<file path="config.mk">
export PLATFORM = sky130hd
export DESIGN_NAME = alu_acc_stage
export DESIGN_NICKNAME = d
export VERILOG_FILES = /design/src/rtl/alu_acc_stage.sv
export SDC_FILE = /design/constraint.sdc
export NUM_CORES = 1
export LEC_CHECK = 0
export CORE_MARGIN = 2
export CORE_UTILIZATION = 41
export CTS_BUF_LIST = sky130_fd_sc_hd__clkbuf_4
export DETAILED_ROUTE_END_ITERATION = 6
export PLACE_DENSITY = 0.82
export RECOVER_POWER = 25
export SETUP_SLACK_MARGIN = 0.5
export SYNTH_ARGS = -nofsm -noshare
export SYNTH_HDL_FRONTEND = slang
export SYNTH_SLANG_ARGS = --single-unit
</file>
<file path="constraint.sdc">
create_clock -name clk -period 1.66 [get_ports clk]
set_clock_uncertainty 0.15 [all_clocks]
set_input_delay 0.249 -clock clk [delete_from_list [all_inputs] [get_ports clk]]
set_output_delay 0.249 -clock clk [all_outputs]
set_load 0.01 [all_outputs]
</file>
<file path="src/rtl/alu_acc_stage.sv">
// alu_acc_stage: accumulator / issue stage around an external combinational ALU.
// One instruction is accepted in IDLE, executed against the accumulator in EXEC,
// and retired with a one-cycle res_valid pulse in DONE (3 cycles per instruction).
// Optional feature macro: ACC_DZ_GUARD_EN (guards divide-by-zero in this stage).
module alu_acc_stage #(
  parameter int W = 14
) (
  input  logic         clk,
  input  logic         rst_n,
  input  logic         instr_valid,
  output logic         instr_ready,
  input  logic [2:0]   instr_op,
  input  logic [W-1:0] instr_imm,
  output logic [W-1:0] alu_in1,
  output logic [W-1:0] alu_in2,
  output logic [2:0]   alu_op,
  input  logic [W-1:0] alu_out,
  output logic [W-1:0] acc,
  output logic         res_valid,
  output logic         flag_zero,
  output logic         flag_eq,
  output logic         flag_dz
);

  localparam logic [2:0] OP_DIV  = 3'b011;
  localparam logic [2:0] OP_LOAD = 3'b100;
  localparam logic [2:0] OP_SET  = 3'b101;
  localparam logic [2:0] OP_EQU  = 3'b110;
  localparam logic [2:0] OP_NOP  = 3'b111;

  typedef enum logic [1:0] {
    S_IDLE = 2'd0,
    S_EXEC = 2'd1,
    S_DONE = 2'd2
  } state_t;

  state_t       state_q, state_d;
  logic [W-1:0] in1_q, in1_d;
  logic [2:0]   op_q, op_d;      // code presented to the ALU
  logic [2:0]   opr_q, opr_d;    // original op, selects the write-back rule
  logic         dz_q, dz_d;      // instruction was a guarded divide by zero
  logic [W-1:0] acc_q, acc_d;
  logic         ready_q, ready_d;
  logic         res_valid_q, res_valid_d;
  logic         fz_q, fz_d;
  logic         feq_q, feq_d;
  logic         fdz_q, fdz_d;

  // Next-state, operand capture and write-back
  always_comb begin
    state_d     = state_q;
    in1_d       = in1_q;
    op_d        = op_q;
    opr_d       = opr_q;
    dz_d        = dz_q;
    acc_d       = acc_q;
    res_valid_d = 1'b0;
    fz_d        = fz_q;
    feq_d       = feq_q;
    fdz_d       = fdz_q;
    case (state_q)
      S_IDLE: begin
        if (instr_valid) begin
          in1_d   = instr_imm;
          opr_d   = instr_op;
          dz_d    = 1'b0;
          // nop must never reach the ALU as an undefined code
          op_d    = (instr_op == OP_NOP) ? OP_SET : instr_op;
`ifdef ACC_DZ_GUARD_EN
          // divide by zero: let the ALU pass acc through instead
          if (instr_op == OP_DIV && instr_imm == '0) begin
            op_d = OP_SET;
            dz_d = 1'b1;
          end
`endif
          state_d = S_EXEC;
        end
      end
      S_EXEC: begin
        res_valid_d = 1'b1;
        state_d     = S_DONE;
        if (dz_q) begin
          fdz_d = 1'b1;
        end else if (opr_q <= OP_LOAD) begin
          acc_d = alu_out;
          fz_d  = (alu_out == '0);
          fdz_d = 1'b0;
        end else if (opr_q == OP_SET) begin
          // ALU returns in2, so acc is left as is
          fz_d  = (alu_out == '0);
          fdz_d = 1'b0;
        end else if (opr_q == OP_EQU) begin
          feq_d = alu_out[0];
        end
      end
      S_DONE:  state_d = S_IDLE;
      default: state_d = S_IDLE;
    endcase
    ready_d = (state_d == S_IDLE);
  end

  // State and datapath registers
  always_ff @(posedge clk or negedge rst_n) begin
    if (!rst_n) begin
      state_q     <= S_IDLE;
      in1_q       <= '0;
      op_q        <= OP_SET;
      opr_q       <= OP_NOP;
      dz_q        <= 1'b0;
      acc_q       <= '0;
      ready_q     <= 1'b1;
      res_valid_q <= 1'b0;
      fz_q        <= 1'b1;
      feq_q       <= 1'b0;
      fdz_q       <= 1'b0;
    end else begin
      state_q     <= state_d;
      in1_q       <= in1_d;
      op_q        <= op_d;
      opr_q       <= opr_d;
      dz_q        <= dz_d;
      acc_q       <= acc_d;
      ready_q     <= ready_d;
      res_valid_q <= res_valid_d;
      fz_q        <= fz_d;
      feq_q       <= feq_d;
      fdz_q       <= fdz_d;
    end
  end

  assign instr_ready = ready_q;
  assign alu_in1     = in1_q;
  assign alu_in2     = acc_q;
  assign alu_op      = op_q;
  assign acc         = acc_q;
  assign res_valid   = res_valid_q;
  assign flag_zero   = fz_q;
  assign flag_eq     = feq_q;
  assign flag_dz     = fdz_q;

endmodule

</file>
==> impl_results.md, run 1 <==
* Result of the run: finished, final reports clean
* Height of the die at 67.4 um
* Count of antenna-violating nets left after detailed routing at 0
* Final weighted congestion in routability-driven placement at 0.630
* Die width at 67.4 um
* Endpoint type of the worst setup path: flop
* Endpoints failing setup at 0
* Main combinational cell family by area after synthesis: multiplexers
* Wire length of the first global-routing pass at 6090 um
* Highest fanout seen on the critical path at 4
* Average cell area after synthesis at 14.6 um^2
* Skew-Pair Late Insertion Delay at 0.35 ns
* Startpoint type of the worst setup path: flop
* Number of stages on the worst hold path at 2
* Switching power as a share of total power at 30.3%
* Class of the worst hold path: input pin to flop
* Post-route cell area at 0.00290 mm^2
* Max clock buf depth at 2
* Max-Cap Viols at 0
* Number of global-route vias before repair at 1257
* Half-perimeter wire length after placement at 2590 um
* Total Die Area at 0.00454 mm^2
* Core Rows at 23
* Part of the total power dissipated in sequential elements at 35.6%
* Synth-to-layout area growth at 76.0%
* Number of hold violations in the final report at 0
* Net switching power of the design at 0.00133 W
* Starting Density at 41.7%
* Highest achievable clock rate at 0.621 GHz
* Clk pwr share at 14.6%
* Slew Limit Headroom at 64.6%
* Data arrival at the endpoint of the critical path at 1.70 ns
* Tcrit/Tclk final at 97.0%
* Pin count of the biggest net entering global routing at 23
* Mux share of post-synthesis cell area at 23.9%
* R2R depth at 3
* Router iterations before antenna repair at 4
* Num ports at 84
* Core outline area at 0.00394 mm^2
* Post-Synthesis Net Count at 147
* IR drop worst, VDD at 751 uV
* Area fraction in and, or, nand and nor cells after synthesis at 5.10%
* Warning count from the yosys run at 0
* Overall track demand over capacity in global routing at 18.8%
* Synthesis-stage register bit count at 40
* Sequential element share of the synthesized area at 61.4%
* Cells after synthesis at 113
* Total leakage power at 1.46 nW
* Worst EP required at 1.75 ns
* TritonCTS buffer count at 5
* Residual DRC count at 0
* Unique masters post-synth at 20
* Synth Area in Compound Gates at 1.06%
* Internal cell power at 0.00306 W
* Logic gate share of total power at 49.8%
* Number of vias per cell after detailed routing at 4.68
* CTS root buf: sky130_fd_sc_hd__clkbuf_4
* Num Clock Sinks at 40
* Ant diodes at 0
* Final core utilization at 73.5%
* Xor and xnor area share after synthesis at 0%
* Type of the setup path with the least slack: flop to flop
* # port buffers at 82
* Global route overflow at 0
* Synthesized cell area at 0.00165 mm^2
* Number of nets at the end of the flow at 257
* Dpl cell area at 0.00252 mm^2
* Share of final-layout standard cells stronger than drive strength 1 at 65.2%
* Synthesized-area fraction occupied by adder cells at 0%
* Overall routed net length at 4390 um
* Actual slew at the worst max-slew pin at 0.531 ns
* Unrepaired setup endpoints after global routing: yes
* Ratio of total power to cell area at 1520 mW/mm^2
* Iteration-0 DRC count of the detailed router at 34
* CTS tree: done
* Number of H-tree levels at 2
* Final-report max-slew violation count at 0
* Minimum clock period at 1.61 ns
* Number of vias after detailed routing at 1283
* Clock input transition at the sequential cells of the worst setup and hold paths at 0.12 ns
* Post-detailed-route wirelength per cell at 16.0 um
* Antenna violations before repair at 0
==> registers in the layout (all words and copies together), names as in the netlist <==
| name | flops |
|---|---|
| alu_op | 3 |
| state_q | 2 |
| instr_ready | 1 |
| alu_in1 | 14 |
| opr_q | 3 |
| acc | 14 |
| flag_zero | 1 |
| flag_eq | 1 |
| res_valid | 1 |
==> final timing paths <==
kind / startpoint / to / slack (ns)
max: state_q[1]$_DFF_PN0_ / flag_eq$_DFFE_PN0P_ / 0.05
min: alu_out[4] / acc[4]$_DFFE_PN0P_ / 0.05
max reg2reg: state_q[1]$_DFF_PN0_ / flag_eq$_DFFE_PN0P_ / 0.05
min reg2reg: flag_zero$_DFFE_PN1P_ / flag_zero$_DFFE_PN1P_ / 0.33
max in group asynchronous: rst_n / opr_q[1]$_DFFE_PN1P_ / 0.29
min in group asynchronous: rst_n / alu_in1[5]$_DFFE_PN0P_ / 0.20
==> what timing repair did <==
item | CTS | global route
hold buffers | 1 | 0
hold endpoints to repair | 17 | 0
endpoints found under the setup margin | 86 | 86
resized for setup | 219 | 32
setup buffers | 15 | 15
pin swaps | 2 | 6
gates cloned | 1 | 3
==> per-stage QoR <==
stage / hold WS (ns) / setup WS [ns] / cells / power, W / setup TNS, ns
floorplan: -0.197 / 0.124 / 113 / 0.00246 / 0
detailed placement: 0.0694 / -0.137 / 231 / 0.00339 / -1.77
CTS: 0.206 / 0.0663 / 256 / 0.00398 / 0
finish: 0.0524 / 0.0497 / 274 / 0.00439 / 0
global placement: 0.0606 / -0.120 / 231 / 0.00334 / -1.64
global route: 0.0309 / 0.000888 / 274 / 0.00464 / 0
==> layer usage <==
layer	track usage [%]	vias to the layer above	routed length (um)
li1	-	594	-
met2	30.9	59	2320
met3	7.17	9	355
met4	7.65	0	91
met5	0	-	0
met1	22.2	621	1620
==> area by class of cell <==
| type | count | area (um^2) |
|---|---|---|
| Clock buffer | 6 | 45.0 |
| Fill cell | 251 | 1050 |
| Clock inverter | 2 | 35.0 |
| Timing Repair Buffer | 121 | 1080 |
| Inverter | 2 | 7.51 |
| Multi-Input combinational cell | 53 | 658 |
| Sequential cell | 40 | 1010 |
| Tap cell | 50 | 62.6 |
==> critical path, stage by stage, from the launching register on <==
cell and delay [ns]:
sky130_fd_sc_hd__dfrtp_1 0.41, sky130_fd_sc_hd__and2b_2 0.25, sky130_fd_sc_hd__or3b_4 0.39, sky130_fd_sc_hd__mux2_4 0.30
==> power groups by stage <==
| stage | logic [W] | registers [W] | clock network (W) |
|---|---|---|---|
| 2_1_floorplan | 0.000782 | 0.00168 | 0 |
| 3_3_place_gp | 0.00180 | 0.00154 | 0 |
| 3_5_place_dp | 0.00182 | 0.00157 | 0 |
| 4_1_cts | 0.00179 | 0.00153 | 0.000658 |
| 5_1_grt | 0.00233 | 0.00160 | 0.000704 |
| 6_report | 0.00219 | 0.00156 | 0.000642 |
==> layout by cell type (no fill, tap or decap), types with 2 or more instances in the layout <==
cell type                         synthesis  final
sky130_fd_sc_hd__buf_4                   16     21
sky130_fd_sc_hd__dlymetal6s2s_1           0      4
sky130_fd_sc_hd__clkbuf_4                 0      7
sky130_fd_sc_hd__nor4_2                   0      3
sky130_fd_sc_hd__clkbuf_16                0      2
sky130_fd_sc_hd__buf_12                   0      2
sky130_fd_sc_hd__nand2_1                  4      3
sky130_fd_sc_hd__inv_1                    2      2
sky130_fd_sc_hd__dfrtp_1                 33     33
sky130_fd_sc_hd__mux2_4                   0     32
sky130_fd_sc_hd__dfstp_2                  7      7
sky130_fd_sc_hd__buf_6                    0     24
sky130_fd_sc_hd__buf_2                    2     36
sky130_fd_sc_hd__clkdlybuf4s50_1          0     28
sky130_fd_sc_hd__mux2_2                  33      2
==> cell families after synthesis <==
logic type	count (synthesis)
DFF	40
muxes	35
buffers and inverters	20
and+or+nand+nor	14
AOI/OAI and AO/OA	3
other	1
==> synth_stat cells <==
| cell | number | area share [%] |
|---|---|---|
| sky130_fd_sc_hd__dfrtp_1 | 33 | 50 |
| sky130_fd_sc_hd__mux2_2 | 33 | 23 |
| sky130_fd_sc_hd__buf_4 | 16 | 7.3 |
| sky130_fd_sc_hd__dfstp_2 | 7 | 11 |
| sky130_fd_sc_hd__nand2_1 | 4 | 0.91 |
| sky130_fd_sc_hd__nor4_1 | 3 | 1.1 |
| sky130_fd_sc_hd__buf_2 | 2 | 0.61 |
| sky130_fd_sc_hd__inv_1 | 2 | 0.46 |
| sky130_fd_sc_hd__o21ai_0 | 2 | 0.61 |
| sky130_fd_sc_hd__and2b_1 | 1 | 0.46 |
| sky130_fd_sc_hd__conb_1 | 1 | 0.23 |
| sky130_fd_sc_hd__mux2_1 | 1 | 0.68 |
| sky130_fd_sc_hd__mux2i_1 | 1 | 0.61 |
| sky130_fd_sc_hd__nand3_1 | 1 | 0.30 |
| sky130_fd_sc_hd__nand4_1 | 1 | 0.38 |
| sky130_fd_sc_hd__nor2_1 | 1 | 0.23 |
| sky130_fd_sc_hd__nor2b_1 | 1 | 0.38 |
| sky130_fd_sc_hd__nor3b_2 | 1 | 0.76 |
| sky130_fd_sc_hd__o21bai_1 | 1 | 0.46 |
| sky130_fd_sc_hd__or3b_1 | 1 | 0.53 |
No activity file was read; power rests on OpenSTA's default activity.
==> run 2: changes to the inputs <==
- GPL_ROUTABILITY_DRIVEN: unset -> 0
- PLACE_DENSITY: 0.82 -> 0.84
- SLEW_MARGIN: unset -> 40
==> run 2 against run 1 <==
Effect of this change: first-iteration DRC count up 65%; core utilization down 1.6 points; sequential power about the same; fmax down 0.50%; global-route usage down 0.43 points; sequential share of layout area up 0.77 points; non-clock buffer count down 9.
==> impl_results.md, run 2 (synthesis gave the netlist of run 1 again) <==
* Result of the run: finished, final reports clean
* Number of nets at the end of the flow at 248
* IR drop worst, VDD at 894 uV
* # port buffers at 82
* Synth-to-layout area growth at 72.2%
* Actual slew at the worst max-slew pin at 1.08 ns
* Worst hold slack at 0.177 ns
* Most frequent cells in the layout: 33 x sky130_fd_sc_hd__dfrtp_1, 31 x sky130_fd_sc_hd__clkdlybuf4s50_1, 31 x sky130_fd_sc_hd__buf_2
* Half-perimeter wire length after placement at 2570 um
* Setup ws final at 0.0416 ns
* Clock input transition at the sequential cells of the worst setup and hold paths at 0.12 ns
* Most congested layer reported by global routing: met2
* Worst EP required at 1.74 ns
* Number of global-route vias before repair at 1208
* Post-detailed-route wirelength per cell at 16.0 um
* Overall routed net length at 4240 um
* Post-route cell area at 0.00283 mm^2
* Clk pwr share at 14.5%
* M1 GR Usage at 21.6%
* Met3 track demand over resource in global routing at 6.17%
* Post-placement worst setup slack at -0.161 ns
* Endpoint type of the worst setup path: flop
* Number of vias after detailed routing at 1239
* TritonCTS buffer count at 5
* Highest achievable clock rate at 0.618 GHz
* Core Rows at 23
* Endpoints failing setup at 0
* Global route overflow at 0
* Most frequent standard cell in the layout excluding fill and tap cells: sky130_fd_sc_hd__dfrtp_1
* Class of the worst hold path: input pin to flop
* Non-filler cells, final at 265
* Power Total at 0.00435 W
* Antenna violations before repair at 0
* Part of the total power dissipated in sequential elements at 35.9%
* Core outline area at 0.00394 mm^2
* Router iterations before antenna repair at 3
* CTS tree: done
* Num ports at 84
* Type of the setup path with the least slack: flop to flop
* Num Clock Sinks at 40
* Unrepaired setup endpoints after global routing: yes
* Max clock buf depth at 2
* GR Layer Usage met2 at 31.8%
* Dpl cell area at 0.00252 mm^2
* Data arrival at the endpoint of the critical path at 1.70 ns
* Switching power as a share of total power at 30.4%
* Final-report max-slew violation count at 0
* Tcrit/Tclk final at 97.5%
* Internal cell power at 0.00302 W
* Pin count of the biggest net entering global routing at 23
* Net switching power of the design at 0.00132 W
* Skew-Pair Late Insertion Delay at 0.34 ns
* Slew Limit Headroom at 27.7%
* Ratio of total power to cell area at 1530 mW/mm^2
* Count of antenna-violating nets left after detailed routing at 0
* Total Die Area at 0.00454 mm^2
* Logic gate share of total power at 49.7%
* Number of hold violations in the final report at 0
* Highest fanout seen on the critical path at 4
* CTS root buf: sky130_fd_sc_hd__clkbuf_4
* Number of H-tree levels at 2
* Overall track demand over capacity in global routing at 18.4%
* Startpoint type of the worst setup path: flop
* Placed Instances at 231
* Iteration-0 DRC count of the detailed router at 56
* Residual DRC count at 0
* Die width at 67.4 um
* Height of the die at 67.4 um
* Max-Cap Viols at 0
* Minimum clock period at 1.62 ns
* Total leakage power at 1.37 nW
* Number of vias per cell after detailed routing at 4.68
* Ant diodes at 0
* Starting Density at 41.7%
* Wire length of the first global-routing pass at 5870 um
* Share of final-layout standard cells stronger than drive strength 1 at 61.4%
[run 2: cell count changes in the layout (fill, tap and decap cells not counted), moves of 3 or more]
cell	change
sky130_fd_sc_hd__mux2_2	+4
sky130_fd_sc_hd__buf_2	-5
sky130_fd_sc_hd__buf_4	-8
sky130_fd_sc_hd__buf_6	+4
sky130_fd_sc_hd__clkdlybuf4s50_1	+3
sky130_fd_sc_hd__mux2_4	-4
sky130_fd_sc_hd__dlymetal6s2s_1	-4
[run 2: cell type report]
| cell class | instances | area [um^2] |
|---|---|---|
| fillers | 274 | 1110 |
| repair buffers | 112 | 1040 |
| clock inverters | 3 | 42.5 |
| well taps | 50 | 62.6 |
| multi-input cells | 53 | 633 |
| clock buffers | 5 | 37.5 |
| inverters | 2 | 7.51 |
| flip-flops and latches | 40 | 1010 |
[run 2: repair_timing]
action                                  in CTS  in global routing
hold buffers                                 1                  0
hold endpoints to repair                    12                  0
pin swaps                                    4                  1
setup buffers                               14                  8
cloned                                       2                  1
endpoints found under the setup margin      86                 86
resized for setup                          225                 22
[run 2: metal layers]
metal / vias up / share of wire, % / wire (um)
met2: 56 / 55 / 2310
met1: 600 / 37 / 1580
met4: 0 / 1.0 / 44
met5: - / 0 / 0
li1: 577 / - / -
met3: 6 / 7.0 / 297
[run 2: worst paths after layout]
| path | start | endpoint | slack [ns] | cells past startpoint |
|---|---|---|---|---|
| setup / recovery | state_q[1]$_DFF_PN0_ | flag_eq$_DFFE_PN0P_ | 0.04 | 3 |
| hold / removal | alu_out[1] | acc[1]$_DFFE_PN0P_ | 0.18 | 2 |
| setup reg to reg | state_q[1]$_DFF_PN0_ | flag_eq$_DFFE_PN0P_ | 0.04 | 3 |
| hold reg to reg | flag_zero$_DFFE_PN1P_ | flag_zero$_DFFE_PN1P_ | 0.35 | 2 |
| max in group asynchronous | rst_n | flag_zero$_DFFE_PN1P_ | 0.15 | 3 |
| min in group asynchronous | rst_n | alu_in1[6]$_DFFE_PN0P_ | 0.46 | 2 |
[run 2: critical path, stage by stage, from the launching register on]
cell	delay (ns)
sky130_fd_sc_hd__dfrtp_1	0.40
sky130_fd_sc_hd__and2b_2	0.28
sky130_fd_sc_hd__or3b_1	0.38
sky130_fd_sc_hd__mux2_4	0.30
[run 2: stage by stage]
step	util (%)	TNS (ns)
final	71.9	0
after global routing	71.9	0
after detailed placement	63.9	-2.21
after CTS	67.5	0
after floorplan	-	0
after global placement	63.9	-1.64
[run 2: power groups by stage]
stage | Combinational (W) | Sequential, W | Clock, W
6_report | 0.00216 | 0.00156 | 0.000629
3_5_place_dp | 0.00182 | 0.00157 | 0
5_1_grt | 0.00230 | 0.00160 | 0.000718
3_3_place_gp | 0.00180 | 0.00154 | 0
2_1_floorplan | 0.000782 | 0.00168 | 0
4_1_cts | 0.00186 | 0.00153 | 0.000652
==> run 3: changes to the inputs <==
- PLACE_DENSITY: 0.84 -> 0.82
==> results of run 3 <==
Final layout, timing and power as in run 1 (identical DEF).
